$ cat config.mk
export PLATFORM = sky130hd
export DESIGN_NAME = telemetry_tx
export DESIGN_NICKNAME = d
export VERILOG_FILES = /design/src/rtl/telemetry_tx.sv
export SDC_FILE = /design/constraint.sdc
export NUM_CORES = 1
export LEC_CHECK = 0
export BUFFER_PORTS_ARGS = -buffer_cell sky130_fd_sc_hd__buf_2
export CAP_MARGIN = 0
export CORE_UTILIZATION = 30
export DETAILED_ROUTE_END_ITERATION = 8
export PLACE_DENSITY = 0.48
export SYNTH_ARGS = -nofsm -noshare
export SYNTH_HDL_FRONTEND = slang
export SYNTH_SLANG_ARGS = --single-unit
$ cat constraint.sdc
create_clock -name clk -period 4.7 [get_ports clk]
set_clock_uncertainty 0.1 [all_clocks]
set_input_delay 0.705 -clock clk [delete_from_list [all_inputs] [get_ports clk]]
set_output_delay 0.705 -clock clk [all_outputs]
set_load 0.1 [all_outputs]
$ cat src/rtl/telemetry_tx.sv
// telemetry_tx: frames status words and phase/calibration dumps into the TX FIFO byte stream.
// Frame layout: SYNC_BYTE, TYPE, LEN_LO, LEN_HI, payload[LEN], CHK.
// Optional feature macro: TELEMETRY_TX_CRC8_EN selects a CRC-8 (poly 0x07, init 0, MSB-first)
// for CHK instead of the default 8-bit modular sum.
module telemetry_tx #(
  parameter int unsigned NUM_CHANNELS   = 128,
  parameter int unsigned CLK_CNT_W      = 8,
  parameter int unsigned DATA_W         = 8,
  parameter int unsigned TX_FIFO_LOAD_W = 10,
  parameter logic [7:0]  SYNC_BYTE      = 8'hA5,
  localparam int unsigned AW = (NUM_CHANNELS > 1) ? $clog2(NUM_CHANNELS) : 1
) (
  input  logic                      clk,
  input  logic                      rst_n,
  input  logic                      req_valid,
  output logic                      req_ready,
  input  logic [1:0]                req_type,
  input  logic [31:0]               status_word,
  output logic [AW-1:0]             ch_addr,
  input  logic [CLK_CNT_W-1:0]      phase_rdata,
  input  logic [CLK_CNT_W-1:0]      calib_rdata,
  input  logic                      txfifo_full,
  input  logic [TX_FIFO_LOAD_W-1:0] txfifo_load,
  output logic [DATA_W-1:0]         txfifo_data,
  output logic                      txfifo_wr,
  output logic                      busy,
  output logic [15:0]               frames_sent
);

  typedef enum logic [2:0] {
    StIdle, StSync, StType, StLen0, StLen1, StPayload, StChk
  } state_e;

  state_e      r_state, w_state_d;
  logic [1:0]  r_type, w_type_d;
  logic [31:0] r_status, w_status_d;
  logic [15:0] r_idx, w_idx_d;
  logic [7:0]  r_chk, w_chk_d;
  logic [15:0] r_frames, w_frames_d;
  logic [1:0]  r_rst_sync;

  logic [15:0] w_len;
  logic [7:0]  w_byte;
  logic [7:0]  w_payload;
  logic        w_wr;

  // FIFO occupancy is informational only; full alone governs flow.
  logic w_unused_load;
  assign w_unused_load = ^txfifo_load;

  // Fold one emitted byte into the running check value.
  function automatic logic [7:0] chk_step(input logic [7:0] acc, input logic [7:0] b);
`ifdef TELEMETRY_TX_CRC8_EN
    logic [7:0] x;
    x = acc ^ b;
    for (int i = 0; i < 8; i++) begin
      x = x[7] ? ((x << 1) ^ 8'h07) : (x << 1);
    end
    return x;
`else
    return acc + b;
`endif
  endfunction

  // Reset release is synchronised so the FSM never leaves IDLE on a metastable edge.
  always_ff @(posedge clk or negedge rst_n) begin
    if (!rst_n) begin
      r_rst_sync <= 2'b00;
    end else begin
      r_rst_sync <= {r_rst_sync[0], 1'b1};
    end
  end

  // Frame state, latched request, payload index, running check and frame counter.
  always_ff @(posedge clk or negedge rst_n) begin
    if (!rst_n) begin
      r_state  <= StIdle;
      r_type   <= 2'd0;
      r_status <= 32'd0;
      r_idx    <= 16'd0;
      r_chk    <= 8'd0;
      r_frames <= 16'd0;
    end else begin
      r_state  <= w_state_d;
      r_type   <= w_type_d;
      r_status <= w_status_d;
      r_idx    <= w_idx_d;
      r_chk    <= w_chk_d;
      r_frames <= w_frames_d;
    end
  end

  // Payload length from the latched type; reserved carries no payload.
  always_comb begin
    unique case (r_type)
      2'd0:    w_len = 16'd4;
      2'd1:    w_len = 16'(NUM_CHANNELS);
      2'd2:    w_len = 16'(NUM_CHANNELS);
      default: w_len = 16'd0;
    endcase
  end

  // Current payload byte: little-endian status or zero-extended readback at ch_addr.
  always_comb begin
    w_payload = 8'd0;
    unique case (r_type)
      2'd0:    w_payload = r_status[{r_idx[1:0], 3'b000} +: 8];
      2'd1:    w_payload = 8'(phase_rdata);
      2'd2:    w_payload = 8'(calib_rdata);
      default: w_payload = 8'd0;
    endcase
  end

  // Next-state and byte emission; every byte-emitting state stalls while the FIFO is full.
  always_comb begin
    w_state_d  = r_state;
    w_type_d   = r_type;
    w_status_d = r_status;
    w_idx_d    = r_idx;
    w_chk_d    = r_chk;
    w_frames_d = r_frames;
    w_byte     = 8'd0;
    w_wr       = 1'b0;

    unique case (r_state)
      StIdle: begin
        if (req_valid && r_rst_sync[1]) begin
          w_type_d   = req_type;
          w_status_d = status_word;
          w_idx_d    = 16'd0;
          w_chk_d    = 8'd0;
          w_state_d  = StSync;
        end
      end
      StSync: begin
        w_byte = SYNC_BYTE;
        if (!txfifo_full) begin
          w_wr      = 1'b1;
          w_state_d = StType;
        end
      end
      StType: begin
        w_byte = {6'b0, r_type};
        if (!txfifo_full) begin
          w_wr      = 1'b1;
          w_chk_d   = chk_step(r_chk, w_byte);
          w_state_d = StLen0;
        end
      end
      StLen0: begin
        w_byte = w_len[7:0];
        if (!txfifo_full) begin
          w_wr      = 1'b1;
          w_chk_d   = chk_step(r_chk, w_byte);
          w_state_d = StLen1;
        end
      end
      StLen1: begin
        w_byte = w_len[15:8];
        if (!txfifo_full) begin
          w_wr      = 1'b1;
          w_chk_d   = chk_step(r_chk, w_byte);
          w_idx_d   = 16'd0;
          w_state_d = (w_len == 16'd0) ? StChk : StPayload;
        end
      end
      StPayload: begin
        w_byte = w_payload;
        if (!txfifo_full) begin
          w_wr    = 1'b1;
          w_chk_d = chk_step(r_chk, w_byte);
          if (r_idx == w_len - 16'd1) begin
            w_idx_d   = 16'd0;
            w_state_d = StChk;
          end else begin
            w_idx_d = r_idx + 16'd1;
          end
        end
      end
      StChk: begin
        w_byte = r_chk;
        if (!txfifo_full) begin
          w_wr       = 1'b1;
          w_frames_d = r_frames + 16'd1;
          w_state_d  = StIdle;
        end
      end
      default: w_state_d = StIdle;
    endcase
  end

  // Outputs derive from registered state, so async reset forces them idle immediately.
  always_comb begin
    txfifo_wr   = w_wr;
    txfifo_data = DATA_W'(w_byte);
    busy        = (r_state != StIdle);
    req_ready   = (r_state == StIdle) && r_rst_sync[1];
    ch_addr     = (r_state == StPayload) ? r_idx[AW-1:0] : '0;
    frames_sent = r_frames;
  end

endmodule
# After elaboration in Yosys (flattened, before gate mapping)

Index checks and enable logic that the tools add are counted.

Add/subtract/negate cells: 7
Eq/ne operators: 17
Shifts and indexed selects: 1
Multiplexer cells: 27
Bitwise gates (word level): 1
Reduce and logical (&&, ||, !) cells: 15

Operators by type and width:

| kind                                                                   | number |
|---|---|
| 16-bit two-way mux                                                     | 4 |
| 16-bit case mux with 3 select lines                                    | 1 |
| 8-bit case mux with 6 select lines                                     | 1 |
| 8-bit two-way mux                                                      | 5 |
| 8-bit case mux with 5 select lines                                     | 1 |
| 16-bit by 1-bit adder with 16-bit output (second input constant)       | 2 |
| 32-bit by 6-bit variable part select with 8-bit output                 | 1 |
| 3-bit two-way mux                                                      | 8 |
| 8-bit case mux with 3 select lines                                     | 1 |
| 3-bit case mux with 7 select lines                                     | 1 |
| 8-bit adder                                                            | 2 |
| 16-bit equality test                                                   | 1 |
| 16-bit zero test                                                       | 1 |
| 2-bit != test (second input constant)                                  | 8 |
| 8-bit case mux with 2 select lines                                     | 1 |
| 16-bit by 1-bit subtractor with 16-bit output (second input constant)  | 1 |
| 3-bit equality test (second input constant)                            | 3 |
| 8-bit by 2-bit adder with 8-bit output                                 | 1 |
| 8-bit adder (second input constant)                                    | 1 |
| 8-bit AND reduction                                                    | 1 |
| 7-bit two-way mux                                                      | 1 |
| 3-bit by 2-bit equality test with 1-bit output (second input constant) | 2 |
| 6-bit AND reduction                                                    | 1 |
| 3-bit nonzero test                                                     | 2 |
| 14 further kinds                                                       | 17 |

Bits in registers: 79
Input port bits: 64
Output and inout port bits: 34
Logic and storage cells: 75

# Logic depth before layout (Yosys ltp)

Depth in word-level cells: 8
Gate-level depth with buffers: 15
Mapped depth without buffers: 14

# Least setup slack after synthesis

Ideal clock, no wire load.

Path type: register to output
From: register r_state[1]
To: output port txfifo_data[1]
Arrival: 3.126 ns
Data required time: 3.895 ns
Slack: 0.769 ns
Stages on the path, launching flop included: 4
Path buffers: 1
Path through: dfrtp_1 > buf_1 > inv_1 > o32ai_1

Cells in the longest elaborated chain, start to end: 2
Elaborated cells on any way between the ends: 7
Classes of those cells: eq/ne (6); mux (1)

RTL lines:

| element                                     | RTL line | RTL |
|---|---|---|
| start, declared                             | 34       | `state_e r_state, w_state_d;` |
| start signal, assigned                      | 77       | `r_state <= StIdle;` |
| start signal, assigned                      | 84       | `r_state <= w_state_d;` |
| 3-bit equality test (tied with other cells) | 125      | `unique case (r_state)` |
| 8-bit case mux with 6 select lines *        | 125      |  |
| end, declared                               | 24       | `output logic [DATA_W-1:0] txfifo_data,` |

Mark *: on every way between the ends. The rest lies on a longest branch, timed or not.

# Worst setup path after layout

From: register r_idx[0]
To: register r_chk[6]

Cells in the longest elaborated chain, start to end: 5

RTL lines:

| element                                                | RTL line | RTL |
|---|---|---|
| start, declared                                        | 37       | `logic [15:0] r_idx, w_idx_d;` |
| start signal, assigned                                 | 87       | `r_idx <= w_idx_d;` |
| 32-bit by 6-bit variable part select with 8-bit output | 107      | `2'd0: w_payload = r_status[{r_idx[1:0], 3'b000} +: 8];` |
| 8-bit case mux with 3 select lines                     | 106      | `unique case (r_type)` |
| 8-bit adder                                            | 61       | `return acc + b;` |
| 8-bit two-way mux                                      | 169      | `if (!txfifo_full) begin` |
| 8-bit case mux with 5 select lines                     | 125      |  |
| end signal, assigned                                   | 88       | `r_chk <= w_chk_d;` |
| end, declared                                          | 38       | `logic [7:0] r_chk, w_chk_d;` |

No other way between the ends. The select of a mux whose other input is x is not followed.
A chain may end at the register's enable or synchronous reset.

==> impl_metrics.json <==
{
  "synth_ff_type": "dfrtp_1",
  "die_w_um": 123,
  "synth_cell_types": 61,
  "critPathMaxFanout": 12,
  "yosysTopAreaCell": "dfrtp_1",
  "die_area_mm2": 0.0151,
  "num_io_pins": 98,
  "fin_total_pwr_mw": 3.25,
  "cts_sinks": 79,
  "period_minus_slack_ns": 3.71,
  "first_pass_iters": 6,
  "outcome": "finished, final reports clean",
  "async_reset_ff_share_pct": 100,
  "root_buffer": "clkbuf_16",
  "num_antenna_cells": 0,
  "route.detailed.wl_per_inst_um": 15.3,
  "grt_max_degree": 45,
  "syn_nets": 491,
  "worst_pin_slew_ns": 0.940,
  "rrSetupSlack_ns": 0.99,
  "wl_um": 10400,
  "slowest_stage": "dfrtp_1",
  "r2r-end": "r_chk[6]$_DFFE_PN0P_",
  "htreeDepth": 3,
  "grt_pass1_wl_um": 17600,
  "crit_arrival_ns": 3.83,
  "gp_congestion": 0.812,
  "crit_path_end": "r_chk[6]$_DFFE_PN0P_",
  "worstSetupStartpoint": "r_idx[0]$_DFFE_PN0P_",
  "setup_viol": 0,
  "drv_slew": 0,
  "synth_edf_count": 0,
  "fin_nets": 574,
  "ys_seq_elements": 79,
  "clock_latency_ns": 0.34,
  "fin_setup_tns_ns": 0,
  "syn2layout_area_growth_pct": 20.9,
  "synth_top_cells_by_area": "dfrtp_1 (45%), mux2_2 (8.5%), ha_1 (4.3%)",
  "irDropWorstVdd_v": 0.000307,
  "synth_top_area_share_pct": 45.2,
  "ctsLongestPathBuffers": 2,
  "multiInputGateArea_mm2": 0.00224,
  "grt_pass1_vias": 3483,
  "power_density_mw_per_mm2": 613,
  "cts_tree": "built",
  "hp-class": "reg -> reg",
  "nFillCells": 1408,
  "rows": 43,
  "yosysWarnings": 0,
  "path_class": "reg -> reg",
  "reg2regPathDepth": 12,
  "netlist_area_mm2": 0.00438,
  "fp.dieH_um": 123,
  "grt.overflow.total": 0,
  "routed_via_density": 5.03,
  "max_slew_margin_pct": 36.9,
  "syn_inst": 411,
  "drtAntennaViolNets": 0,
  "cts_resized": 0,
  "synth_most_common_cell": "dfrtp_1",
  "crit_required_ns": 4.82,
  "coreArea_mm2": 0.0140,
  "worstSetupStartpointType": "register",
  "ys_top_cells_by_count": "dfrtp_1 (79), nand2_1 (34), mux2_2 (33)",
  "io_buffers": 87,
  "final-seq-area_mm2": 0.00198,
  "rsz0062_at_grt": "false",
  "yosysSeqAreaShare_pct": 45.2,
  "crit_chain": "mux4_1 -> a222oi_1 -> nor2_1 -> a21o_1 -> inv_1 -> fa_1 -> nor2b_1 -> o21ai_1 -> a21boi_0 -> o21a_1 -> or3_1 -> a32o_1",
  "drt_iter0_drc": 140,
  "max_stage_delay_ns": 0.67,
  "dr_total_vias": 3412,
  "finalCritPeriodShare_pct": 78.8,
  "numCtsBuffers": 9,
  "p_leak_nw": 2.46,
  "route.detailed.drc": 0,
  "cts_setup_buffers": 0,
  "antenna_found_initial": 0,
  "grt_use_total_pct": 15.2,
  "clkTransAtPathRegs_ns": 0.06,
  "initial_core_util_pct": 31.2,
  "ctsHoldBuffers": 0,
  "place_hpwl_um": 7660,
  "drive_gt1_share_pct": 30.9,
  "reg2reg_from": "r_idx[0]$_DFFE_PN0P_",
  "max_cap_viol_count": 0,
  "fmax_ghz": 0.270,
  "crit_path_end_kind": "register",
  "syn_area_per_cell_um2": 10.7,
  "hold_violations": 0
}
[power by group]
| group | internal (mW) | switching [mW] | leakage [nW] | total, mW |
|---|---|---|---|---|
| clock | 0.477 | 0.274 | 0.155 | 0.751 |
| sequential | 0.881 | 0.186 | 1.01 | 1.07 |
| combinational | 0.521 | 0.906 | 1.29 | 1.43 |
[routing by layer]
layer / track usage, % / up-vias / routed length [um]
met4: 2.44 / 0 / 61
li1: - / 1671 / -
met5: 0 / - / 0
met3: 6.51 / 5 / 873
met2: 23.9 / 108 / 4650
met1: 19.5 / 1628 / 4810
[cells by family after synthesis]
family | Yosys count | synth area share, %
other | 1 | 0.0857
AND/OR/NAND/NOR | 135 | 15.9
buffers and inverters | 36 | 3.66
multiplexers | 42 | 13.0
XOR/XNOR | 24 | 4.80
adder cells (fa/ha/maj) | 16 | 4.74
flip-flops | 79 | 45.2
AO/OA/AOI/OAI | 78 | 12.7
[state kept, by name (all words and copies together) (netlist names)]
signal       flops
r_rst_sync       2
r_idx           16
r_state          3
r_chk            8
r_status        32
frames_sent     16
r_type           2
[cell usage in the layout (no fill, tap or decap), types with 5 or more instances in the layout]
| cell | instances |
|---|---|
| buf_2 | 86 |
| dfrtp_1 | 79 |
| nand2_1 | 34 |
| mux2_2 | 33 |
| nor2_1 | 31 |
| o21ai_0 | 20 |
| inv_1 | 17 |
| xnor2_1 | 17 |
| ha_1 | 15 |
| nand3_1 | 14 |
| a21oi_1 | 13 |
| clkbuf_16 | 9 |
| nor3_1 | 8 |
| a222oi_1 | 8 |
| a21o_1 | 7 |
| and2_1 | 7 |
| xor2_1 | 7 |
| mux4_2 | 6 |
| nor4_1 | 5 |
| buf_4 | 5 |
[stage by stage]
stage / cell area (um^2) / utilization, % / hold WS (ns) / worst slack, ns / std cells
finish: 5300 / 37.7 / 0.250 / 0.995 / 678
global route: 5300 / 37.7 / 0.262 / 0.730 / 678
CTS: 5300 / 37.7 / 0.255 / 0.995 / 678
detailed placement: 4970 / 35.4 / 0.240 / 1.02 / 663
global placement: 4970 / 35.4 / 0.236 / 1.06 / 663
floorplan: 4380 / - / 0.231 / 0.769 / 411
[worst max-delay path: cells and delay by family (launching register included)]
family	cells	cell delay (ns)
adders and majority gates	1	0.22
buffers and inverters	1	0.07
AOI/OAI and AO/OA	6	1.42
muxes	1	0.66
DFF	1	0.67
and+or+nand+nor	3	0.45
[how the worst min path moves through the flow]
stage	start	end	slack, ns	cells past startpoint
floorplan	r_rst_sync[0]$_DFF_PN0_	r_rst_sync[1]$_DFF_PN0_	0.23	0
detailed placement	r_rst_sync[0]$_DFF_PN0_	r_rst_sync[1]$_DFF_PN0_	0.24	0
finish	r_rst_sync[0]$_DFF_PN0_	r_rst_sync[1]$_DFF_PN0_	0.25	0
global placement	r_rst_sync[0]$_DFF_PN0_	r_rst_sync[1]$_DFF_PN0_	0.24	0
CTS	r_rst_sync[0]$_DFF_PN0_	r_rst_sync[1]$_DFF_PN0_	0.25	0
global route	r_rst_sync[0]$_DFF_PN0_	r_rst_sync[1]$_DFF_PN0_	0.26	0
[area by class of cell]
type	instances	area share, %
multi-input combinational	296	42.3
inverter	17	1.21
tap	180	4.25
sequential	79	37.3
timing repair buffer	91	8.84
clock buffer	10	4.51
clock inverter	5	1.54
Power figures use the tool's default switching activity.
